$ cat config.mk
export PLATFORM = sky130hd
export DESIGN_NAME = dac_stream_ctrl_flat
export DESIGN_NICKNAME = d
export VERILOG_FILES = /design/src/rtl/dac_stream_ctrl_if.sv /design/src/rtl/dac_stream_ctrl.sv /design/src/flat_wrapper.sv
export SDC_FILE = /design/constraint.sdc
export NUM_CORES = 1
export LEC_CHECK = 0
export CORE_MARGIN = 1
export CORE_UTILIZATION = 40
export CTS_CLUSTER_DIAMETER = 100
export DETAILED_ROUTE_END_ITERATION = 8
export PLACE_DENSITY = 0.71
export SLEW_MARGIN = 20
export SYNTH_ARGS = -nofsm -noshare
export SYNTH_HDL_FRONTEND = slang
export SYNTH_SLANG_ARGS = --single-unit
$ cat constraint.sdc
create_clock -name clk -period 2.1 [get_ports clk]
set_input_delay 0.315 -clock clk [delete_from_list [all_inputs] [get_ports clk]]
set_output_delay 0.315 -clock clk [all_outputs]
set_load 0.005 [all_outputs]
$ cat src/rtl/dac_stream_ctrl_if.sv
// Control, source handshake and DAC-side signals of the DAC stream controller.
// The master modport drives the stream sources and control; the slave modport is the controller.
interface dac_stream_ctrl_if;
   logic        enable;
   logic        phy_locked;
   logic        s0_valid;
   logic        s1_valid;
   logic [11:0] s0_data_i;
   logic [11:0] s0_data_q;
   logic [11:0] s1_data_i;
   logic [11:0] s1_data_q;
   logic        s0_ready;
   logic        s1_ready;
   logic [11:0] data_i;
   logic [11:0] data_q;
   logic        sample_tick;
   logic [1:0]  state;
   logic [15:0] underrun_cnt;

   modport master (
      output enable, phy_locked, s0_valid, s1_valid,
             s0_data_i, s0_data_q, s1_data_i, s1_data_q,
      input  s0_ready, s1_ready, data_i, data_q, sample_tick, state, underrun_cnt
   );

   modport slave (
      input  enable, phy_locked, s0_valid, s1_valid,
             s0_data_i, s0_data_q, s1_data_i, s1_data_q,
      output s0_ready, s1_ready, data_i, data_q, sample_tick, state, underrun_cnt
   );
endinterface

$ cat src/rtl/dac_stream_ctrl.sv
// DAC stream controller: waits for PHY lock and a settle period, then feeds the DAC one
// sample every DIV cycles from two round-robin arbitrated sources, muting on underrun.
module dac_stream_ctrl #(
   parameter int unsigned DIV           = 4,
   parameter int unsigned SETTLE_CYCLES = 8,
   parameter logic [11:0] MUTE_VAL      = 12'h800
) (
   input  logic               clk,
   input  logic               reset,
   dac_stream_ctrl_if.slave   bus
);

   localparam int unsigned CNT_W  = 16;
   localparam int unsigned DATA_W = 12;

   typedef enum logic [1:0] {
      ST_IDLE      = 2'd0,
      ST_WAIT_LOCK = 2'd1,
      ST_SETTLE    = 2'd2,
      ST_RUN       = 2'd3
   } state_t;

   state_t              r_state;
   state_t              w_state_nxt;
   logic [CNT_W-1:0]    r_slot;
   logic [CNT_W-1:0]    r_settle;
   logic [CNT_W-1:0]    r_underrun_cnt;
   logic                r_last;
   logic [DATA_W-1:0]   r_data_i;
   logic [DATA_W-1:0]   r_data_q;
   logic                w_tick;
   logic                w_grant0;
   logic                w_grant1;

   // State register
   always_ff @(posedge clk) begin
      if (reset) r_state <= ST_IDLE;
      else       r_state <= w_state_nxt;
   end

   // Next state: disable wins, then lock loss, then normal progression
   always_comb begin
      w_state_nxt = r_state;
      if (!bus.enable) begin
         w_state_nxt = ST_IDLE;
      end else begin
         case (r_state)
            ST_IDLE:      w_state_nxt = ST_WAIT_LOCK;
            ST_WAIT_LOCK: if (bus.phy_locked) w_state_nxt = ST_SETTLE;
            ST_SETTLE: begin
               if (!bus.phy_locked)
                  w_state_nxt = ST_WAIT_LOCK;
               else if (r_settle == CNT_W'(SETTLE_CYCLES - 1))
                  w_state_nxt = ST_RUN;
            end
            ST_RUN:       if (!bus.phy_locked) w_state_nxt = ST_WAIT_LOCK;
            default:      w_state_nxt = ST_IDLE;
         endcase
      end
   end

   // Slot tick and round-robin grant; r_last=1 means source 1 won last time
   always_comb begin
      w_tick   = 1'b0;
      w_grant0 = 1'b0;
      w_grant1 = 1'b0;
      w_tick   = (r_state == ST_RUN) && (r_slot == CNT_W'(DIV - 1)) &&
                 bus.enable && bus.phy_locked && !reset;
      w_grant0 = w_tick && bus.s0_valid && (!bus.s1_valid || r_last);
      w_grant1 = w_tick && bus.s1_valid && (!bus.s0_valid || !r_last);
   end

   assign bus.s0_ready     = w_grant0;
   assign bus.s1_ready     = w_grant1;
   assign bus.sample_tick  = w_tick;
   assign bus.state        = r_state;
   assign bus.data_i       = r_data_i;
   assign bus.data_q       = r_data_q;
   assign bus.underrun_cnt = r_underrun_cnt;

   // Counters, output sample register and arbitration history
   always_ff @(posedge clk) begin
      if (reset) begin
         r_slot         <= '0;
         r_settle       <= '0;
         r_underrun_cnt <= '0;
         r_last         <= 1'b1;
         r_data_i       <= MUTE_VAL;
         r_data_q       <= MUTE_VAL;
      end else begin
         if (r_state == ST_RUN && w_state_nxt == ST_RUN)
            r_slot <= (r_slot == CNT_W'(DIV - 1)) ? '0 : r_slot + CNT_W'(1);
         else
            r_slot <= '0;

         if (r_state == ST_SETTLE && w_state_nxt == ST_SETTLE)
            r_settle <= r_settle + CNT_W'(1);
         else
            r_settle <= '0;

         if (w_state_nxt != ST_RUN) begin
            r_data_i <= MUTE_VAL;
            r_data_q <= MUTE_VAL;
         end else if (w_grant0) begin
            r_data_i <= bus.s0_data_i;
            r_data_q <= bus.s0_data_q;
         end else if (w_grant1) begin
            r_data_i <= bus.s1_data_i;
            r_data_q <= bus.s1_data_q;
         end else if (w_tick) begin
            r_data_i <= MUTE_VAL;
            r_data_q <= MUTE_VAL;
            if (r_underrun_cnt != '1)
               r_underrun_cnt <= r_underrun_cnt + CNT_W'(1);
         end

         if (w_grant0)      r_last <= 1'b0;
         else if (w_grant1) r_last <= 1'b1;
      end
   end

endmodule

$ cat src/flat_wrapper.sv
// flat-port wrapper written by rule: the top's interface ports become plain ports
module dac_stream_ctrl_flat 
#(
   parameter int unsigned DIV           = 4,
   parameter int unsigned SETTLE_CYCLES = 8,
   parameter logic [11:0] MUTE_VAL      = 12'h800
)
  (clk, reset, bus_enable, bus_phy_locked, bus_s0_valid, bus_s1_valid, bus_s0_data_i, bus_s0_data_q, bus_s1_data_i, bus_s1_data_q, bus_s0_ready, bus_s1_ready, bus_data_i, bus_data_q, bus_sample_tick, bus_state, bus_underrun_cnt);
  dac_stream_ctrl_if bus_i ();
  input  logic clk;
  input  logic reset;
  input wire logic [$bits(bus_i.enable)-1:0] bus_enable;
  input wire logic [$bits(bus_i.phy_locked)-1:0] bus_phy_locked;
  input wire logic [$bits(bus_i.s0_valid)-1:0] bus_s0_valid;
  input wire logic [$bits(bus_i.s1_valid)-1:0] bus_s1_valid;
  input wire logic [$bits(bus_i.s0_data_i)-1:0] bus_s0_data_i;
  input wire logic [$bits(bus_i.s0_data_q)-1:0] bus_s0_data_q;
  input wire logic [$bits(bus_i.s1_data_i)-1:0] bus_s1_data_i;
  input wire logic [$bits(bus_i.s1_data_q)-1:0] bus_s1_data_q;
  output wire logic [$bits(bus_i.s0_ready)-1:0] bus_s0_ready;
  output wire logic [$bits(bus_i.s1_ready)-1:0] bus_s1_ready;
  output wire logic [$bits(bus_i.data_i)-1:0] bus_data_i;
  output wire logic [$bits(bus_i.data_q)-1:0] bus_data_q;
  output wire logic [$bits(bus_i.sample_tick)-1:0] bus_sample_tick;
  output wire logic [$bits(bus_i.state)-1:0] bus_state;
  output wire logic [$bits(bus_i.underrun_cnt)-1:0] bus_underrun_cnt;
  assign bus_i.enable = bus_enable;
  assign bus_i.phy_locked = bus_phy_locked;
  assign bus_i.s0_valid = bus_s0_valid;
  assign bus_i.s1_valid = bus_s1_valid;
  assign bus_i.s0_data_i = bus_s0_data_i;
  assign bus_i.s0_data_q = bus_s0_data_q;
  assign bus_i.s1_data_i = bus_s1_data_i;
  assign bus_i.s1_data_q = bus_s1_data_q;
  assign bus_s0_ready = bus_i.s0_ready;
  assign bus_s1_ready = bus_i.s1_ready;
  assign bus_data_i = bus_i.data_i;
  assign bus_data_q = bus_i.data_q;
  assign bus_sample_tick = bus_i.sample_tick;
  assign bus_state = bus_i.state;
  assign bus_underrun_cnt = bus_i.underrun_cnt;
  dac_stream_ctrl #(.DIV(DIV), .SETTLE_CYCLES(SETTLE_CYCLES), .MUTE_VAL(MUTE_VAL)) u_core (.clk(clk), .reset(reset), .bus(bus_i));
endmodule
## Word level (Yosys, flattened, before mapping)

Cells that the tools add are included.

| word-level totals | value |
|---|---|
| output and inout port bits | 45 |
| logic and storage cells | 60 |
| register bits after elaboration | 75 |
| bits of input ports | 54 |

| cells by class | value |
|---|---|
| muxes and demuxes | 13 |
| $add $sub $neg | 3 |
| reduce and logical (&&, ||, !) cells | 23 |
| bitwise operators | 5 |
| eq/ne operators | 9 |

Operators with widths:

| kind | count |
|---|---|
| $mux 12 | 5 |
| $add 16x1->16 const B | 3 |
| $eq 16x2->1 const B | 1 |
| $eq 16x3->1 const B | 1 |
| $ne 16x16->1 const B | 1 |
| $logic_and 1x1->1 | 10 |
| $mux 2 | 5 |
| $eq 2x2->1 const B | 4 |
| $pmux 2 s4 | 1 |
| $not 1->1 | 5 |
| $reduce_and 5->1 | 1 |
| $logic_not 1->1 | 4 |
| $reduce_or 2->1 | 2 |
| $reduce_bool 3->1 | 1 |
| $reduce_or 3->1 | 1 |
| $eq 2x1->1 const B | 1 |
| $logic_not 2->1 | 1 |
| $logic_or 1x1->1 | 2 |
| $mux 1 | 2 |
| $ne 2x2->1 const B | 1 |
| $reduce_bool 2->1 | 1 |

## Depth between registers and ports, before layout

| depth | value |
|---|---|
| word-level depth | 9 |
| mapped depth | 8 |
| depth with buffers taken out | 6 |

## Worst setup path after synthesis

No wires, ideal clock.

| timing | value |
|---|---|
| kind | flip-flop to flip-flop |
| start point | reg u_core.r_slot[0] |
| end point | reg u_core.r_underrun_cnt[13] (netlist: u_core.bus.underrun_cnt[13]) |
| data required time | 1.977 ns |
| library setup time | 0.123 ns |
| buffers on the path | 1 |
| setup slack | 0.091 ns |
| cell stages (with the launch flop) | 8 |
| period minus slack after synthesis | 2.009 ns |
| arrival | 1.885 ns |
| path through | dfxtp_1 > ha_1 > nor3b_2 > nand4_2 > or2_0 > buf_2 > nor4_1 > mux2_1 |

| on the way | value |
|---|---|
| cells in the longest elaborated chain, start to end | 9 |
| elaborated cells on any way between the ends | 12 |
| classes of those cells | 1 x eq/ne; 2 x bitwise; 9 x reduce/logical |

Ends and longest elaborated chain:

| item | line | RTL |
|---|---|---|
| start, declared | dac_stream_ctrl.sv:25 | `logic [CNT_W-1:0] r_slot;` |
| start signal, assigned | dac_stream_ctrl.sv:92 | `r_slot <= (r_slot == CNT_W'(DIV - 1)) ? '0 : r_slot + CNT_W'(1);` |
| $eq 16x2->1 (*) | dac_stream_ctrl.sv:67 | `w_tick = (r_state == ST_RUN) && (r_slot == CNT_W'(DIV - 1)) &&` |
| $logic_and 1x1->1 (*) (2 in series) | dac_stream_ctrl.sv:67 |  |
| $logic_and 1x1->1 (*) (2 in series) | dac_stream_ctrl.sv:68 | `bus.enable && bus.phy_locked && !reset;` |
| $logic_and 1x1->1 (on tied branches) (2 in series) | dac_stream_ctrl.sv:70, dac_stream_ctrl.sv:69 |  |
| $not 1->1 (no line) | - |  |
| $reduce_and 5->1 (no line) (*) | - |  |
| end signal, assigned | dac_stream_ctrl.sv:114 | `r_underrun_cnt <= r_underrun_cnt + CNT_W'(1);` |
| end, declared | dac_stream_ctrl.sv:27 | `logic [CNT_W-1:0] r_underrun_cnt;` |

Mark *: on every way between the ends. The rest lies on a longest branch, timed or not.
A chain may end at the register's enable or synchronous reset.

## Final worst setup path

| timing | value |
|---|---|
| start point | reg u_core.r_slot[0] |
| end point | reg u_core.r_underrun_cnt[3] (netlist: u_core.bus.underrun_cnt[3]) |

Same word-level chain as after synthesis.

==> metrics <==
outcome complete, no violations; Worst Path Required 2390 ps; VDD IR max 0.325 mV; Core ar. 8760 um2; post-synth net total 529; Nets 656; DR vias 3755; Relative slew margins 61.5%; slowest stage delay, CP 350 ps; CTS tree done; register area share after synthesis 41.2%; Root Driver clkbuf_8; Warnings, synthesis 0; Netlist cell types 42; CTS max path bufs 2; Seq cells post-synth 75; initial antenna violation count 0; Boundary Pins 99; cell family with most CP delay simple AND/OR/NAND/NOR gates; worst setup margin 70.9 ps; Pins Over Slew Limit 0; area delta synth->final 44.5%; routed vias/inst 5.28; H-tree depth 3; fmax 493 MHz; largest net degree at the start of global routing 24; # port buffers 98; synthesized cell area 3640 um2; top_reg_cell synth dfxtp_1; Die Area 9500 um2; Setup TNS 0 ps; worst path cell trace ha_4 -> nor3b_4 -> nand4_1 -> buf_4 -> buf_6 -> a211o_4 -> or3_4 -> a21oi_2; Routed WL 9.86 mm; clock transition at the registers of the reported paths 80 ps; GPL Wtd Cong 0.810; # fillers 790; ys async rst share 0%; CTS sink count 75; CP Launch Point u_core.r_slot[0]$_SDFF_PP0_; Die Y 97.5 um; post-route ant nets 0; Tightest Pin Transition 572 ps; DRT iter0 DRCs 159; Fin. Hold Viols 0; max-cap violation count 0; Num CTS Buffers 9; worst r2r path cells 8; # DRC 0; Leak 1.78 nW; Overflow after GRT 0; Die X 97.5 um; drt first pass iters 4; capturing point of the worst reg2reg path u_core.bus.underrun_cnt[3]$_SDFFE_PP0P_; Syn Inst Count 472; Clock Skew 11.1 ps; reg-to-reg startpoint u_core.r_slot[0]$_SDFF_PP0_; first-pass GRT wire length 16.6 mm; reg2reg setup slack 70 ps; CP Max Fanout 4; crit path kind flop to flop; Critical Path End Type flop; CP max-delay cell dfxtp_2; Clock Latency Late Sink 350 ps; FP Rows 34; Setup-failing EPs final 0; Synth Area per Inst 7.72 um2; end-of-flow core utilization 60.1%; worst setup path end u_core.bus.underrun_cnt[3]$_SDFFE_PP0P_; unrepaired setup endpoints after global routing yes; ant diodes 0; Final Cycle Share 96.6%; number of synthesized flops with an enable pin 0; DR WL/cell 13.9 um; Arr. time, crit path 2320 ps; GRT Util Overall 21.2%; Hold Buf Count CTS 0; post-DP HPWL 7.05 mm; CP Launch Type flop; Worst Path Buf+Inv 2; Hold Slack 412 ps; post-place setup slack -309 ps; PwrDens 489 nW/um2; fraction of layout cells with a size suffix above 1 14.4%; HP Class primary input to flop; vias in the first global route 3673; Critical Path Stages 8; Starting Density 41.6%; Final Critical Period 2030 ps
[cell usage in the layout (no fill, tap or decap), drive strengths merged, types with 3 or more instances in the layout]
cell type / n
a211o: 6
nor3: 10
xor2: 17
a21oi: 34
and3: 5
nor3b: 4
ha: 3
nor2: 49
buf: 47
nand3: 47
xnor2: 13
nand2: 84
nor4: 8
dfxtp: 75
clkinv: 3
inv: 6
clkbuf: 13
clkdlybuf4s50: 94
or2: 3
nand4: 13
and4: 4
or3: 11
o21ai: 32
[state kept, by name (all words and copies together), names as in the netlist]
name and cells:
u_core.r_last 1, u_core.bus.data_q 12, u_core.r_settle 16, u_core.bus.state 2
u_core.bus.data_i 12, u_core.bus.underrun_cnt 16, u_core.r_slot 16
[synthesized netlist by cell type (3+ instances only)]
master    count  area, um2
a211o_1       4       35.0
a21oi_1      34        170
and3_1        5       31.3
and4_1        4       35.0
buf_2         7       35.0
clkbuf_1     21       78.8
dfxtp_1      75       1500
ha_1          3       37.5
inv_1         6       22.5
nand2_1      84        315
nand3_1      47        235
nand4_1      12       75.1
nor2_1       49        184
nor3_1       10       50.1
nor3b_1       3       22.5
nor4_1        5       31.3
nor4_4        3       63.8
o21ai_0      32        160
or3_1        11       68.8
xnor2_1      13        114
xor2_1       17        149
[layer usage]
metal  track usage (%)  vias up  share of wire, %
li1                  -     1888                 -
met5                 0        -                 0
met2              35.0      105                49
met4              9.95        0               1.8
met1              26.2     1747                44
met3              4.75       15               5.3
[cell type report]
| type | instances | area (um2) | area share, % |
|---|---|---|---|
| multi-input cells | 364 | 2080 | 39.5 |
| flip-flops and latches | 75 | 1510 | 28.7 |
| repair buffers | 143 | 1360 | 25.8 |
| clock buffers | 12 | 145 | 2.76 |
| clock inverters | 3 | 15.0 | 0.285 |
| well taps | 108 | 135 | 2.57 |
| inverters | 6 | 22.5 | 0.428 |
[repair_timing]
| action | 4_1_cts | 5_1_grt |
|---|---|---|
| pin swaps | 17 | 13 |
| endpoints found under the setup margin | 11 | 14 |
| endpoints found under the hold margin | 0 | 0 |
| cloned | 2 | 0 |
| setup buffers | 6 | 1 |
| gates resized for setup | 19 | 15 |
[metrics by stage]
| step | instances | power [mW] | area, um2 |
|---|---|---|---|
| after global routing | 711 | 2.68 | 5270 |
| after detailed placement | 688 | 1.65 | 4980 |
| final | 711 | 2.58 | 5270 |
| after global placement | 688 | 1.65 | 4980 |
| after CTS | 711 | 2.60 | 5240 |
| after floorplan | 472 | 1.52 | 3640 |
[worst register-to-register path, stage by stage, from the launching register on]
cell     delay (ps)
dfxtp_2         350
ha_4            140
nor3b_4         190
nand4_1         180
buf_4           200
buf_6           120
a211o_4         330
or3_4           340
a21oi_2         130
[power by group]
group | leakage, nW | switching (mW) | internal [mW]
clock network | 0.0860 | 0.505 | 0.450
logic | 1.08 | 0.0710 | 0.124
registers | 0.607 | 0.00302 | 1.42
total | 1.78 | 0.579 | 2.00
[worst min path at each step]
stage	startpoint	end	slack, ps	cells past startpoint
global placement	u_core.bus.data_q[4]$_SDFFE_PP0P_	u_core.bus.data_q[4]$_SDFFE_PP0P_	440	2
detailed placement	u_core.bus.data_i[10]$_SDFFE_PP0P_	u_core.bus.data_i[10]$_SDFFE_PP0P_	440	2
floorplan	u_core.r_last$_SDFFE_PP1P_	u_core.r_last$_SDFFE_PP1P_	430	1
finish	bus_phy_locked	u_core.bus.state[0]$_SDFF_PP0_	410	3
CTS	u_core.bus.data_q[1]$_SDFFE_PP0P_	u_core.bus.data_q[1]$_SDFFE_PP0P_	450	2
global route	u_core.bus.data_i[10]$_SDFFE_PP0P_	u_core.bus.data_i[10]$_SDFFE_PP0P_	470	2
[logic make-up (layout without fill, tap and decap cells)]
logic type	after synthesis	after routing	share of synthesized area, %
AND/OR/NAND/NOR	252	252	34.7
flip-flops	75	75	41.2
AO/OA/AOI/OAI	74	76	10.9
buffers and inverters	35	164	4.05
XOR/XNOR	30	30	7.21
adder cells (fa/ha/maj)	3	3	1.03
multiplexers	3	3	0.893
Power figures use the tool's default switching activity.
